`src/rtl/fetch_stage.sv`:
```
// Instruction-fetch stage with IF/ID pipeline register for the diad pipeline.
// One in-flight response is parked in a skid register so a stall release costs no bubble.
module fetch_stage #(
  parameter int ADDR_W = 24,
  parameter int INSTR_W = 24,
  parameter logic [ADDR_W-1:0] RESET_PC = '0
) (
  input  logic               iw_clk,
  input  logic               iw_rst_n,
  input  logic               iw_stall,
  input  logic               iw_flush,
  input  logic [ADDR_W-1:0]  iw_branch_pc,
  output logic               ow_imem_en,
  output logic [ADDR_W-1:0]  ow_imem_addr,
  input  logic [INSTR_W-1:0] iw_imem_data,
  output logic               ow_ifid_valid,
  output logic [ADDR_W-1:0]  ow_ifid_pc,
  output logic [INSTR_W-1:0] ow_ifid_instr
);

  logic               r_run;
  logic [ADDR_W-1:0]  r_pc;
  logic               r_req_vld;
  logic [ADDR_W-1:0]  r_req_pc;
  logic               r_skid_vld;
  logic [ADDR_W-1:0]  r_skid_pc;
  logic [INSTR_W-1:0] r_skid_instr;

  // A flush always issues its redirect, even against a stall.
  always_comb begin
    ow_imem_en   = r_run & (iw_flush | ~iw_stall);
    ow_imem_addr = iw_flush ? iw_branch_pc : r_pc;
  end

  always_ff @(posedge iw_clk or negedge iw_rst_n) begin
    if (!iw_rst_n) begin
      r_run         <= 1'b0;
      r_pc          <= RESET_PC;
      r_req_vld     <= 1'b0;
      r_req_pc      <= '0;
      r_skid_vld    <= 1'b0;
      r_skid_pc     <= '0;
      r_skid_instr  <= '0;
      ow_ifid_valid <= 1'b0;
      ow_ifid_pc    <= '0;
      ow_ifid_instr <= '0;
    end else begin
      r_run     <= 1'b1;
      r_req_vld <= ow_imem_en;
      r_req_pc  <= ow_imem_addr;
      if (ow_imem_en) begin
        r_pc <= ow_imem_addr + 1'b1;
      end

      if (iw_flush) begin
        // Returning data belongs to the wrong path and is dropped.
        ow_ifid_valid <= 1'b0;
        r_skid_vld    <= 1'b0;
      end else if (iw_stall) begin
        if (r_req_vld) begin
          r_skid_vld   <= 1'b1;
          r_skid_pc    <= r_req_pc;
          r_skid_instr <= iw_imem_data;
        end
      end else if (r_skid_vld) begin
        ow_ifid_valid <= 1'b1;
        ow_ifid_pc    <= r_skid_pc;
        ow_ifid_instr <= r_skid_instr;
        r_skid_vld    <= 1'b0;
      end else begin
        ow_ifid_valid <= r_req_vld;
        if (r_req_vld) begin
          ow_ifid_pc    <= r_req_pc;
          ow_ifid_instr <= iw_imem_data;
        end
      end
    end
  end

endmodule

```
`config.mk`:
```
export PLATFORM = sky130hd
export DESIGN_NAME = fetch_stage
export DESIGN_NICKNAME = d
export VERILOG_FILES = /design/src/rtl/fetch_stage.sv
export SDC_FILE = /design/constraint.sdc
export NUM_CORES = 1
export LEC_CHECK = 0
export CAP_MARGIN = 20
export CELL_PAD_IN_SITES_DETAIL_PLACEMENT = 0
export CELL_PAD_IN_SITES_GLOBAL_PLACEMENT = 1
export CORE_UTILIZATION = 30
export DETAILED_ROUTE_END_ITERATION = 7
export GPL_ROUTABILITY_DRIVEN = 1
export PLACE_DENSITY = 0.66
export SETUP_SLACK_MARGIN = 0.1
export SYNTH_ARGS = -nofsm -noshare
export SYNTH_HDL_FRONTEND = slang
export SYNTH_SLANG_ARGS = --single-unit
```
`constraint.sdc`:
```
create_clock -name iw_clk -period 2.93 [get_ports iw_clk]
set_input_delay 0.879 -clock iw_clk [delete_from_list [all_inputs] [get_ports iw_clk]]
set_output_delay 0.879 -clock iw_clk [all_outputs]
set_load 0.1 [all_outputs]
```
; After elaboration in Yosys (flattened, before gate mapping)
; Cells that the tools add are included.
[classes]
eq_ne = 2
n_reduce_logical = 3
addsub = 1
n_bitwise = 4
muxes = 11
[op_table]
columns = cell, n
row1 = 24-bit two-way mux, 5
row2 = "24-bit by 1-bit adder with 24-bit output, second input constant", 1
row3 = 1-bit two-way mux, 6
row4 = 3-bit AND reduction, 2
row5 = "3-bit by 1-bit != test with 1-bit output, second input constant", 1
row6 = "2-bit by 1-bit != test with 1-bit output, second input constant", 1
row7 = 1-bit NOT, 2
row8 = 2-bit nonzero test, 1
row9 = 1-bit AND, 1
row10 = 1-bit OR, 1
[word_totals]
output_inout_bits = 74
regBits = 148
input_bits = 52
word_cells = 31

; Logic depth before layout (Yosys ltp)
; Gate-level depths: netlist of run 1.
[logic_depth]
word_depth = 3
depth_mapped = 11
depth_no_buf = 6

; Worst setup path after synthesis of run 1
; No wires, ideal clock.
[synth_path]
kind = input to register
from = in iw_flush
to = reg r_pc[22]
slack_ns = -0.607
setup_ns = 0.069
t_required_ns = 2.861
n_path_buf = 5
cell_stages = 11
t_arrival_ns = 3.468
cell_sequence = buf_6 buf_8 buf_8 buf_2 buf_4 mux2_2 ha_1 a21boi_2 nand4_2 or4_1 nand3_1
[synth_between]
elab_chain_cells = 2
word_cells_on_any_way = 4
cone_classes = 1 x add/sub / 1 x mux / 2 x bitwise
[synth_rtl]
columns = element, line_no
row1 = "start, declared", 11  ; input logic iw_flush,
row2 = 24-bit two-way mux, 32  ; ow_imem_addr = iw_flush ? iw_branch_pc : r_pc;
row3 = net ow_imem_addr[1], 14  ; output logic [ADDR_W-1:0] ow_imem_addr,
row4 = 24-bit by 1-bit adder with 24-bit output, 52  ; r_pc <= ow_imem_addr + 1'b1;
row5 = "end signal, assigned", 52
row6 = "end, declared", 22  ; logic [ADDR_W-1:0] r_pc;
; The timed path passes the listed nets, and every way through them passes these cells.
; A chain may end at the register's enable or synchronous reset.

; Final worst setup path of run 1
[layout_path]
from = in iw_branch_pc[7]
to = out ow_imem_addr[7]
[layout_between]
elab_chain_cells = 1
[layout_rtl]
columns = element, line_no
row1 = "start, declared", 12  ; input logic [ADDR_W-1:0] iw_branch_pc,
row2 = 24-bit two-way mux, 32
row3 = "end, declared", 14
; No other way between the ends.

==> summary.txt, run 1 <==
Outcome
  • Status: finished clean

Hold path
  • Worst hold path type: input port to async pin

Layout
  • Register area: about 0.0037 mm2
  • Layout cells sized above 1: about a third
  • Fin nets: roughly 760
  • Filler Cells Inserted: around 2.0k
  • Layout area overhead: 39.3%
  • Multi-input logic area: 0.00281 mm2
  • Diodes inserted: 0
  • Core Util, Final: between 40 and 50%
  • Finished Layout Cells: between 900 and 1k
  • Post-route cell area: 0.00922 mm2

Logic synthesis
  • Sequential share of the synthesized area: approximately 56%
  • FF+latch count, synth: around 150
  • Cells after synthesis: approximately 570
  • Mean Syn Cell Area: between 10 and 15 um2
  • Asr flop ratio synth: 100%
  • EDFF count, synth: 0
  • Main synth FF type: dfrtp_1
  • Mapped cell area: between 0.006 and 0.007 mm2
  • Most frequent cell after synthesis: dfrtp_1
  • Cell taking the most area after synthesis: dfrtp_1
  • Yosys cell types: 48
  • Synth Warn #: 0
  • Synth top area cells: dfrtp_1 (56%), mux2_2 (11%), mux2i_1 (8.3%)
  • Synth Net Count: around 620
  • Commonest cells post-synth: dfrtp_1 (148), mux2_2 (63), mux2i_1 (55), nor2_1 (52), a21oi_1 (49)
  • Synth top area share: a little under three fifths

Floorplan
  • Die area: between 0.02 and 0.025 mm2
  • Row count: 53
  • CORE AREA: ~0.021 mm2
  • Width of the die: 151 um
  • Initial core utilization: around 31%
  • Die H: about 150 um
  • I/O pin count: ~130

Timing
  • Relative slew slack: 60.7%
  • Period minus WS final: ~2.8 ns
  • Max-slew violation count: 0
  • Final setup viols: 0
  • Slew @ Worst Pin: ~0.6 ns
  • Unrepaired setup endpoints after global routing: yes
  • Fin crit share: ~96%
  • FMAX: approximately 360 MHz
  • Final Hold Viols: 0
  • Clk_skew: around 0.010 ns

Clock network
  • CTS tree: yes
  • CTS root buffer: clkbuf_16
  • Clock buffer depth: 2
  • Sink Count: around 150
  • Num CTS Buffers: 17
  • Reg clk slew, reported paths: around 0.06 ns
  • Post-CTS Hold Buffers: 0
  • Worst skew pair latency: 0.41 ns
  • H-tree depth: 4

Worst setup path
  • Nature of the critical path startpoint: input port
  • Critical path's largest stage delay: 0.51 ns
  • CP arrival: 1.92 ns
  • Slowest-stage cell, CP: clkdlybuf4s50_1
  • Critical Path End Type: primary output
  • CP required: slightly above 2 ns
  • Crit path cell chain: clkdlybuf4s50_1, mux2_2, buf_12
  • Critical path peak fanout: 4
  • CP Class: input port to primary output

Place
  • RePlAce Congestion: ~0.89
  • IO buf count: 125
  • Inst Count DP: around 970
  • Placed Area: about 0.0086 mm2
  • Dpl hpwl: ~11 mm

Run
  • MaxCap Viol Count: 0

GRT
  • Vias in the first global route: a little under 5k
  • Global route total overflow: 0
  • Initial antenna violation count: 0
  • Largest net degree at the start of global routing: 57
  • GRT Total Usage: approximately 15%
  • Global-route wire length before repair: 26.0 mm

Drt
  • DRC violations left: 0
  • Drt wl/cell: roughly 16 um
  • Detailed-route wire length: 16.1 mm
  • Drt first pass iters: 4
  • Number of vias per cell: between 4 and 5
  • Routed vias: 4723
  • Initial DRC Count: 182
  • Number of routed nets with antenna violations: 0

Power
  • Leakage power: 3.91 nW
  • Max VDD drop: between 0.3 and 0.4 mV
  • PD cells: about 860 mW/mm2
[flip-flops by register name, indices dropped and copies added (netlist names), 24 cells and up]
name           count
r_skid_instr      24
r_skid_pc         24
ow_ifid_pc        24
ow_ifid_instr     24
r_req_pc          24
r_pc              24
[per-layer routing]
layer | vias to the layer above | share of wire [%] | global-route usage (%) | wire, um
met3 | 16 | 4.3 | 3.45 | 694
met1 | 2297 | 50 | 21.0 | 8030
met4 | 0 | 1.5 | 5.25 | 238
li1 | 2292 | - | - | -
met2 | 118 | 44 | 22.8 | 7170
met5 | - | 0 | 0 | 0
[repair_timing]
item | in CTS | in global routing
setup buffers | 0 | 1
setup endpoints to repair | 4 | 4
gates resized for setup | 3 | 4
[final timing paths]
check	end	slack [ns]	start	cells after the start
worst min register to register	ow_ifid_valid	0.49	ow_ifid_valid	1
worst min-delay path	ow_ifid_pc[2]	0.42	iw_rst_n	1
max in group asynchronous	ow_ifid_instr[15]	1.81	iw_rst_n	2
worst max-delay path	ow_imem_addr[7]	0.13	iw_branch_pc[7]	3
worst max register to register	r_pc[21]	1.01	r_pc[2]	6
min in group iw_clk	ow_ifid_valid	0.49	ow_ifid_valid	1
[stage by stage]
| step | hold slack [ns] | TNS (ns) | total power, mW | setup slack [ns] |
|---|---|---|---|---|
| floorplan | 0.458 | -0.463 | 4.90 | -0.109 |
| global placement | 0.469 | 0 | 5.75 | 0.0740 |
| detailed placement | 0.485 | 0 | 5.80 | 0.000582 |
| CTS | 0.437 | 0 | 8.03 | 0.0906 |
| global route | 0.447 | 0 | 8.30 | 0.0808 |
| finish | 0.422 | 0 | 7.93 | 0.127 |
[layout by cell type (no fill, tap or decap), types with 4 or more instances in the layout]
cell               n
nand2_1           40
xnor2_1            9
inv_6              5
clkinv_4           5
o21ai_0           20
nand4_1            7
xor2_1             8
clkdlybuf4s50_1   47
nor2b_1            4
mux2i_1           50
clkinvlp_4         4
a22oi_1            7
nand3b_1           5
nor2_1            52
buf_12            33
dfrtp_1          147
a21oi_1           49
nand3_1           16
clkbuf_16         17
mux2_2            57
buf_4             74
mux2_4             6
inv_1              4
[where the power goes]
group	total, mW	internal [mW]	switching, mW
clock network	2.19	1.28	0.911
registers	2.75	2.48	0.272
logic	2.99	0.883	2.11
[final cells by class]
class,instances,share of cell area [%]
Clock buffer,17,4.62
Clock inverter,15,1.83
Inverter,8,0.489
Multi-Input combinational cell,379,30.5
Sequential cell,148,40.2
Tap cell,275,3.73
Timing Repair Buffer,157,18.7
[critical path, delay by kind of cell]
family,cells,cell delay [ns]
muxes,1,0.35
buffers and inverters,2,0.68
[kinds of logic after synthesis]
group | synth area share, %
buffers and inverters | 3.20
flip-flops | 56.0
multiplexers | 19.0
AND/OR/NAND/NOR | 10.7
AO/OA/AOI/OAI | 8.57
XOR/XNOR | 2.25
adder cells (fa/ha/maj) | 0.189
other | 0.0567
(Power assumes the default switching activity.)
==> run 2, diff against run 1 <==
--- a/config.mk
+++ b/config.mk
@@ -5,13 +5,12 @@
 export SDC_FILE = /design/constraint.sdc
 export NUM_CORES = 1
 export LEC_CHECK = 0
-export CAP_MARGIN = 20
 export CELL_PAD_IN_SITES_DETAIL_PLACEMENT = 0
 export CELL_PAD_IN_SITES_GLOBAL_PLACEMENT = 1
 export CORE_UTILIZATION = 30
 export DETAILED_ROUTE_END_ITERATION = 7
 export GPL_ROUTABILITY_DRIVEN = 1
-export PLACE_DENSITY = 0.66
+export PLACE_DENSITY = 0.63
 export SETUP_SLACK_MARGIN = 0.1
 export SYNTH_ARGS = -nofsm -noshare
 export SYNTH_HDL_FRONTEND = slang
==> constraint.sdc (replaced) <==
create_clock -name iw_clk -period 3.5 [get_ports iw_clk]
set_input_delay 1.05 -clock iw_clk [delete_from_list [all_inputs] [get_ports iw_clk]]
set_output_delay 1.05 -clock iw_clk [all_outputs]
set_load 0.1 [all_outputs]
==> summary.txt, run 2 (synthesis gave the netlist of run 1 again) <==
Clock network
  • CTS tree: yes
  • CTS root buffer: clkbuf_16
  • Post-CTS Hold Buffers: 0 (unchanged)
  • Sink Count: 148 (unchanged)
  • Clock buffer depth: 2 (unchanged)
  • Num CTS Buffers: 17 (unchanged)
  • H-tree depth: 4 (unchanged)
  • Worst skew pair latency: 0.41 ns (about the same)
  • Setup Buffers After CTS: 0 (unchanged)
  • Post_cts resized: 0 (-3)
  • Reg clk slew, reported paths: 0.06 ns (about the same)

GRT
  • GRT Total Usage: 14.9% (-0.16 points)
  • Largest net degree at the start of global routing: 78 (+37%)
  • Global route total overflow: 0 (unchanged)
  • Global-route wire length before repair: 25.6 mm (-1.7%)
  • Initial antenna violation count: 0 (unchanged)
  • Vias in the first global route: 4693 (-4.7%)

Floorplan
  • I/O pin count: 126 (unchanged)
  • Die area: 0.0227 mm2 (unchanged)
  • Width of the die: 151 um (unchanged)
  • CORE AREA: 0.0214 mm2 (unchanged)
  • Row count: 53 (unchanged)
  • Die H: 151 um (unchanged)
  • Initial core utilization: 31.0% (unchanged)

Worst setup path
  • CP startpoint: iw_branch_pc[2]
  • Kind of cell adding the most delay to the critical path: buffers and inverters
  • CP endpoint: ow_imem_addr[2]
  • Buf/Inv on CP: 3 (+1)
  • Crit path cell chain: clkdlybuf4s50_1, mux2i_4, clkinvlp_4, buf_12
  • Critical path's largest stage delay: 0.53 ns (+0.02 ns)
  • Slowest-stage cell, CP: clkdlybuf4s50_1
  • CP required: 2.45 ns (+0.40 ns)
  • CP arrival: 2.20 ns (+0.28 ns)
  • Worst Reg-to-Reg Cells: 5 (-1)
  • Reg2Reg Setup Slack: 1.48 ns (+0.47 ns)
  • Critical path depth in cells: 4 (+1)
  • Nature of the critical path startpoint: input port
  • Critical path peak fanout: 4 (unchanged)
  • FF-to-FF Start: r_skid_vld
  • Critical Path End Type: primary output
  • RR Endpoint: ow_ifid_instr[13]
  • CP Class: input port to primary output

Drt
  • Routed vias: 4670 (-1.1%)
  • Detailed-route wire length: 16.1 mm (-0.13%)
  • Drt first pass iters: 5 (+1)
  • DRC violations left: 0 (unchanged)
  • Number of routed nets with antenna violations: 0 (unchanged)
  • Number of vias per cell: 4.75 (+0.39%)
  • Initial DRC Count: 208 (+14%)
  • Drt wl/cell: 16.4 um (+1.4%)

Layout
  • Post-route cell area: 0.00907 mm2 (-1.6%)
  • Most frequent cells in the layout: dfrtp_1 (147), mux2_2 (60), buf_4 (60)
  • Fin nets: 749 (-2.0%)
  • Filler Cells Inserted: 2060 (+4.5%)
  • Layout area overhead: 37.1%
  • Register area: 0.00370 mm2 (unchanged)
  • Diodes inserted: 0 (unchanged)
  • Multi-input logic area: 0.00277 mm2 (-1.5%)
  • Layout cells sized above 1: 29.6% (-2.1 points)
  • Commonest non-fill, non-tap cell in the layout: dfrtp_1

Run
  • MaxCap Viol Count: 0 (unchanged)

Timing
  • Fin crit share: slightly above 90%
  • Final setup viols: 0 (unchanged)
  • Unrepaired setup endpoints after global routing: no
  • FMAX: between 300 and 400 MHz
  • Relative slew slack: 50.4% (-10 points)
  • Final Hold Viols: 0 (unchanged)
  • Period minus WS final: between 3 and 4 ns
  • Max-slew violation count: 0 (unchanged)
  • Slew @ Worst Pin: 0.744 ns (+0.154 ns)
  • Worst Hold Slack: 0.501 ns (+0.0783 ns)
  • Setup ws final: 0.247 ns (+0.120 ns)
  • Setup TNS: 0 ns (unchanged)
  • Clk_skew: 0.00743 ns (-0.00253 ns)

Hold path
  • Worst hold path type: flip-flop to flip-flop

Power
  • PD cells: 739 mW/mm2 (-14%)
  • Max VDD drop: 0.340 mV (+0.49%)
  • Leakage power: 3.81 nW (-2.6%)

Outcome
  • Status: finished clean

Place
  • Placed Area: 0.00844 mm2 (-1.8%)
  • Dpl hpwl: 11.3 mm (-1.2%)
  • RePlAce Congestion: 0.883 (-0.73%)
  • Pre-CTS WS: 0.244 ns (+0.244 ns)
  • IO buf count: 125 (unchanged)
==> run 2: worst reg2reg max path, stage by stage (launching register included) <==
cell and delay (ns):
dfrtp_2 0.77, nor2_1 0.21, nor3_4 0.49, buf_12 0.29
nor2_1 0.07, a21oi_1 0.13
==> run 2: power breakdown <==
group | switching [mW] | internal, mW | total [mW]
Clock | 0.705 | 1.23 | 1.94
Combinational | 1.75 | 0.708 | 2.46
Sequential | 0.230 | 2.08 | 2.31
Total | 2.69 | 4.02 | 6.71
==> run 2: through the flow <==
stage	util [%]	power (mW)	cells
floorplan	-	4.09	569
global placement	39.5	4.78	952
detailed placement	39.5	4.82	952
CTS	42.5	6.79	984
global route	42.5	7.01	984
finish	42.5	6.71	984
==> run 2: final cells by class <==
| type | instances | area share [%] |
|---|---|---|
| sequential | 148 | 40.8 |
| inverter | 8 | 0.497 |
| clock inverter | 12 | 1.96 |
| timing repair buffer | 142 | 17.4 |
| multi-input combinational | 379 | 30.5 |
| tap | 275 | 3.79 |
| clock buffer | 20 | 5.03 |
==> run 2: how the worst min path moves through the flow <==
stage | from | endpoint | slack (ns) | depth (start not counted)
final | r_req_pc[17] | r_skid_pc[17] | 0.50 | 1
after global routing | r_skid_pc[3] | r_skid_pc[3] | 0.52 | 1
after CTS | r_req_pc[17] | r_skid_pc[17] | 0.50 | 1
after detailed placement | r_pc[21] | r_pc[21] | 0.48 | 2
after global placement | r_skid_instr[18] | r_skid_instr[18] | 0.49 | 1
after floorplan | r_pc[21] | r_pc[21] | 0.46 | 2
==> run 2: per-layer routing <==
metal | up-vias | wire (um) | GRT usage, %
met1 | 2278 | 8090 | 21.6
met5 | - | 0 | 0
met4 | 0 | 169 | 5.35
met3 | 12 | 858 | 3.18
met2 | 126 | 7000 | 21.6
li1 | 2254 | - | -
==> run 3, diff against run 2 <==
--- a/config.mk
+++ b/config.mk
@@ -7,10 +7,10 @@
 export LEC_CHECK = 0
 export CELL_PAD_IN_SITES_DETAIL_PLACEMENT = 0
 export CELL_PAD_IN_SITES_GLOBAL_PLACEMENT = 1
-export CORE_UTILIZATION = 30
+export CORE_UTILIZATION = 44
 export DETAILED_ROUTE_END_ITERATION = 7
 export GPL_ROUTABILITY_DRIVEN = 1
-export PLACE_DENSITY = 0.63
+export PLACE_DENSITY = 0.87
 export SETUP_SLACK_MARGIN = 0.1
 export SYNTH_ARGS = -nofsm -noshare
 export SYNTH_HDL_FRONTEND = slang
==> summary.txt, run 3 (synthesis gave the netlist of run 1 again) <==
Timing
  • Period minus WS final: 3.20 ns (-0.0479 ns)
  • Setup TNS: 0 ns (unchanged)
  • Unrepaired setup endpoints after global routing: no
  • Fin crit share: 91.6% (-1.4 points)
  • Setup ws final: 0.295 ns (+0.0479 ns)
  • Max-slew violation count: 0 (unchanged)
  • Worst Hold Slack: 0.495 ns (-0.00576 ns)
  • Final setup viols: 0 (unchanged)
  • Relative slew slack: 54.0% (+3.6 points)
  • Final Hold Viols: 0 (unchanged)
  • Slew @ Worst Pin: 0.690 ns (-0.0540 ns)
  • Clk_skew: 0.00987 ns (+0.00243 ns)
  • FMAX: 312 MHz (+1.5%)

Worst setup path
  • CP required: 2.45 ns (about the same)
  • Nature of the critical path startpoint: input port
  • CP startpoint: iw_branch_pc[2]
  • Worst Reg-to-Reg Cells: 6 (+1)
  • CP arrival: 2.15 ns (-0.05 ns)
  • Critical path peak fanout: 4 (unchanged)
  • CP Class: input port to primary output
  • RR Endpoint: r_pc[22]
  • Critical Path End Type: primary output
  • Reg2Reg Setup Slack: 1.57 ns (+0.09 ns)
  • CP endpoint: ow_imem_addr[2]
  • FF-to-FF Start: r_pc[0]

Outcome
  • Status: finished clean

Floorplan
  • Die H: 125 um (-17%)
  • Row count: 44 (-17%)
  • I/O pin count: 126 (unchanged)
  • Initial core utilization: 45.4% (+14 points)
  • CORE AREA: 0.0146 mm2 (-32%)
  • Width of the die: 125 um (-17%)
  • Die area: 0.0155 mm2 (-31%)

Layout
  • Diodes inserted: 0 (unchanged)
  • Fin nets: 748 (-0.13%)
  • Finished Layout Cells: 892 (-9.3%)
  • Layout cells sized above 1: 29.2% (-0.38 points)
  • Layout area overhead: 35.5%
  • Core Util, Final: 61.5% (+19 points)
  • Commonest non-fill, non-tap cell in the layout: dfrtp_1
  • Most frequent cells in the layout: dfrtp_1 (147), mux2_2 (60), buf_4 (60)
  • Filler Cells Inserted: 1163 (-44%)

Drt
  • DRC violations left: 0 (unchanged)
  • Initial DRC Count: 217 (+4.3%)
  • Number of vias per cell: 5.26 (+11%)
  • Drt wl/cell: 16.3 um (-0.26%)
  • Drt first pass iters: 5 (unchanged)
  • Number of routed nets with antenna violations: 0 (unchanged)
  • Detailed-route wire length: 14.6 mm (-9.6%)
  • Routed vias: 4694 (+0.51%)

Clock network
  • Clock buffer depth: 2 (unchanged)
  • CTS root buffer: clkbuf_16
  • Setup Buffers After CTS: 0 (unchanged)
  • Reg clk slew, reported paths: 0.06 ns (about the same)
  • Worst skew pair latency: 0.42 ns (about the same)
  • Num CTS Buffers: 17 (unchanged)
  • Sink Count: 148 (unchanged)
  • H-tree depth: 4 (unchanged)
  • Post-CTS Hold Buffers: 0 (unchanged)
  • CTS tree: yes
  • Post_cts resized: 0 (unchanged)

GRT
  • Global-route wire length before repair: 24.2 mm (-5.6%)
  • GRT Total Usage: 19.8% (+4.9 points)
  • Initial antenna violation count: 0 (unchanged)
  • Global route total overflow: 0 (unchanged)
  • Vias in the first global route: 4705 (+0.26%)
  • Largest net degree at the start of global routing: 98 (+26%)

Place
  • Dpl hpwl: 10.0 mm (-12%)
  • IO buf count: 125 (unchanged)
  • RePlAce Congestion: 0.802 (-9.2%)
  • Inst Count DP: 860 (-9.7%)
  • Pre-CTS WS: 0.292 ns (+0.0479 ns)

Run
  • MaxCap Viol Count: 0 (unchanged)

Power
  • PD cells: 757 mW/mm2 (+2.4%)
  • Max VDD drop: 0.354 mV (+4.0%)
  • Leakage power: 3.82 nW (+0.16%)

Hold path
  • Worst hold path type: flip-flop to flip-flop
[run 3: changes by cell type in the layout (fill, tap and decap cells not counted), sizes merged]
cell,change
bufinv,+2
clkinvlp,-1
buf,-1
inv,-1
[run 3: how the worst min path moves through the flow]
stage / cells after the start / to / startpoint
global route: 1 / r_skid_instr[9] / r_skid_instr[9]
CTS: 2 / r_pc[21] / r_pc[21]
floorplan: 2 / r_pc[21] / r_pc[21]
detailed placement: 2 / r_pc[21] / r_pc[21]
finish: 2 / r_pc[21] / r_pc[21]
global placement: 2 / r_pc[21] / r_pc[21]
[run 3: cell type report]
class                      count  area [um2]  share of cell area, %
timing repair buffer         141        1560                   17.4
sequential                   148        3700                   41.3
tap                          184         230                   2.57
clock inverter                12         229                   2.55
inverter                       8        45.0                  0.502
multi-input combinational    379        2770                   30.8
clock buffer                  20         437                   4.87
[run 3: where the power goes]
| part | total [mW] | switching, mW | internal, mW |
|---|---|---|---|
| logic | 2.45 | 1.74 | 0.705 |
| registers | 2.31 | 0.231 | 2.08 |
| clock network | 2.03 | 0.693 | 1.34 |
| total | 6.79 | 2.67 | 4.12 |
[run 3: routing by layer]
metal	up-vias	part of all wire, %	GRT usage [%]	routed length [um]
met4	0	1.5	7.80	220
met5	-	0	0	0
met2	141	45	29.5	6600
met1	2281	47	27.9	6880
met3	18	6.0	4.60	875
li1	2254	-	-	-
[run 3: worst max-delay path, cell delays in order]
cell             delay [ns]
clkdlybuf4s50_1        0.51
mux2i_4                0.23
clkinvlp_4             0.17
buf_12                 0.19
[run 3: metrics by stage]
stage,instance area (um2),power [mW]
after floorplan,6690,4.09
after global placement,8300,4.74
after detailed placement,8300,4.79
after CTS,8970,6.86
after global routing,8970,7.06
final,8970,6.79
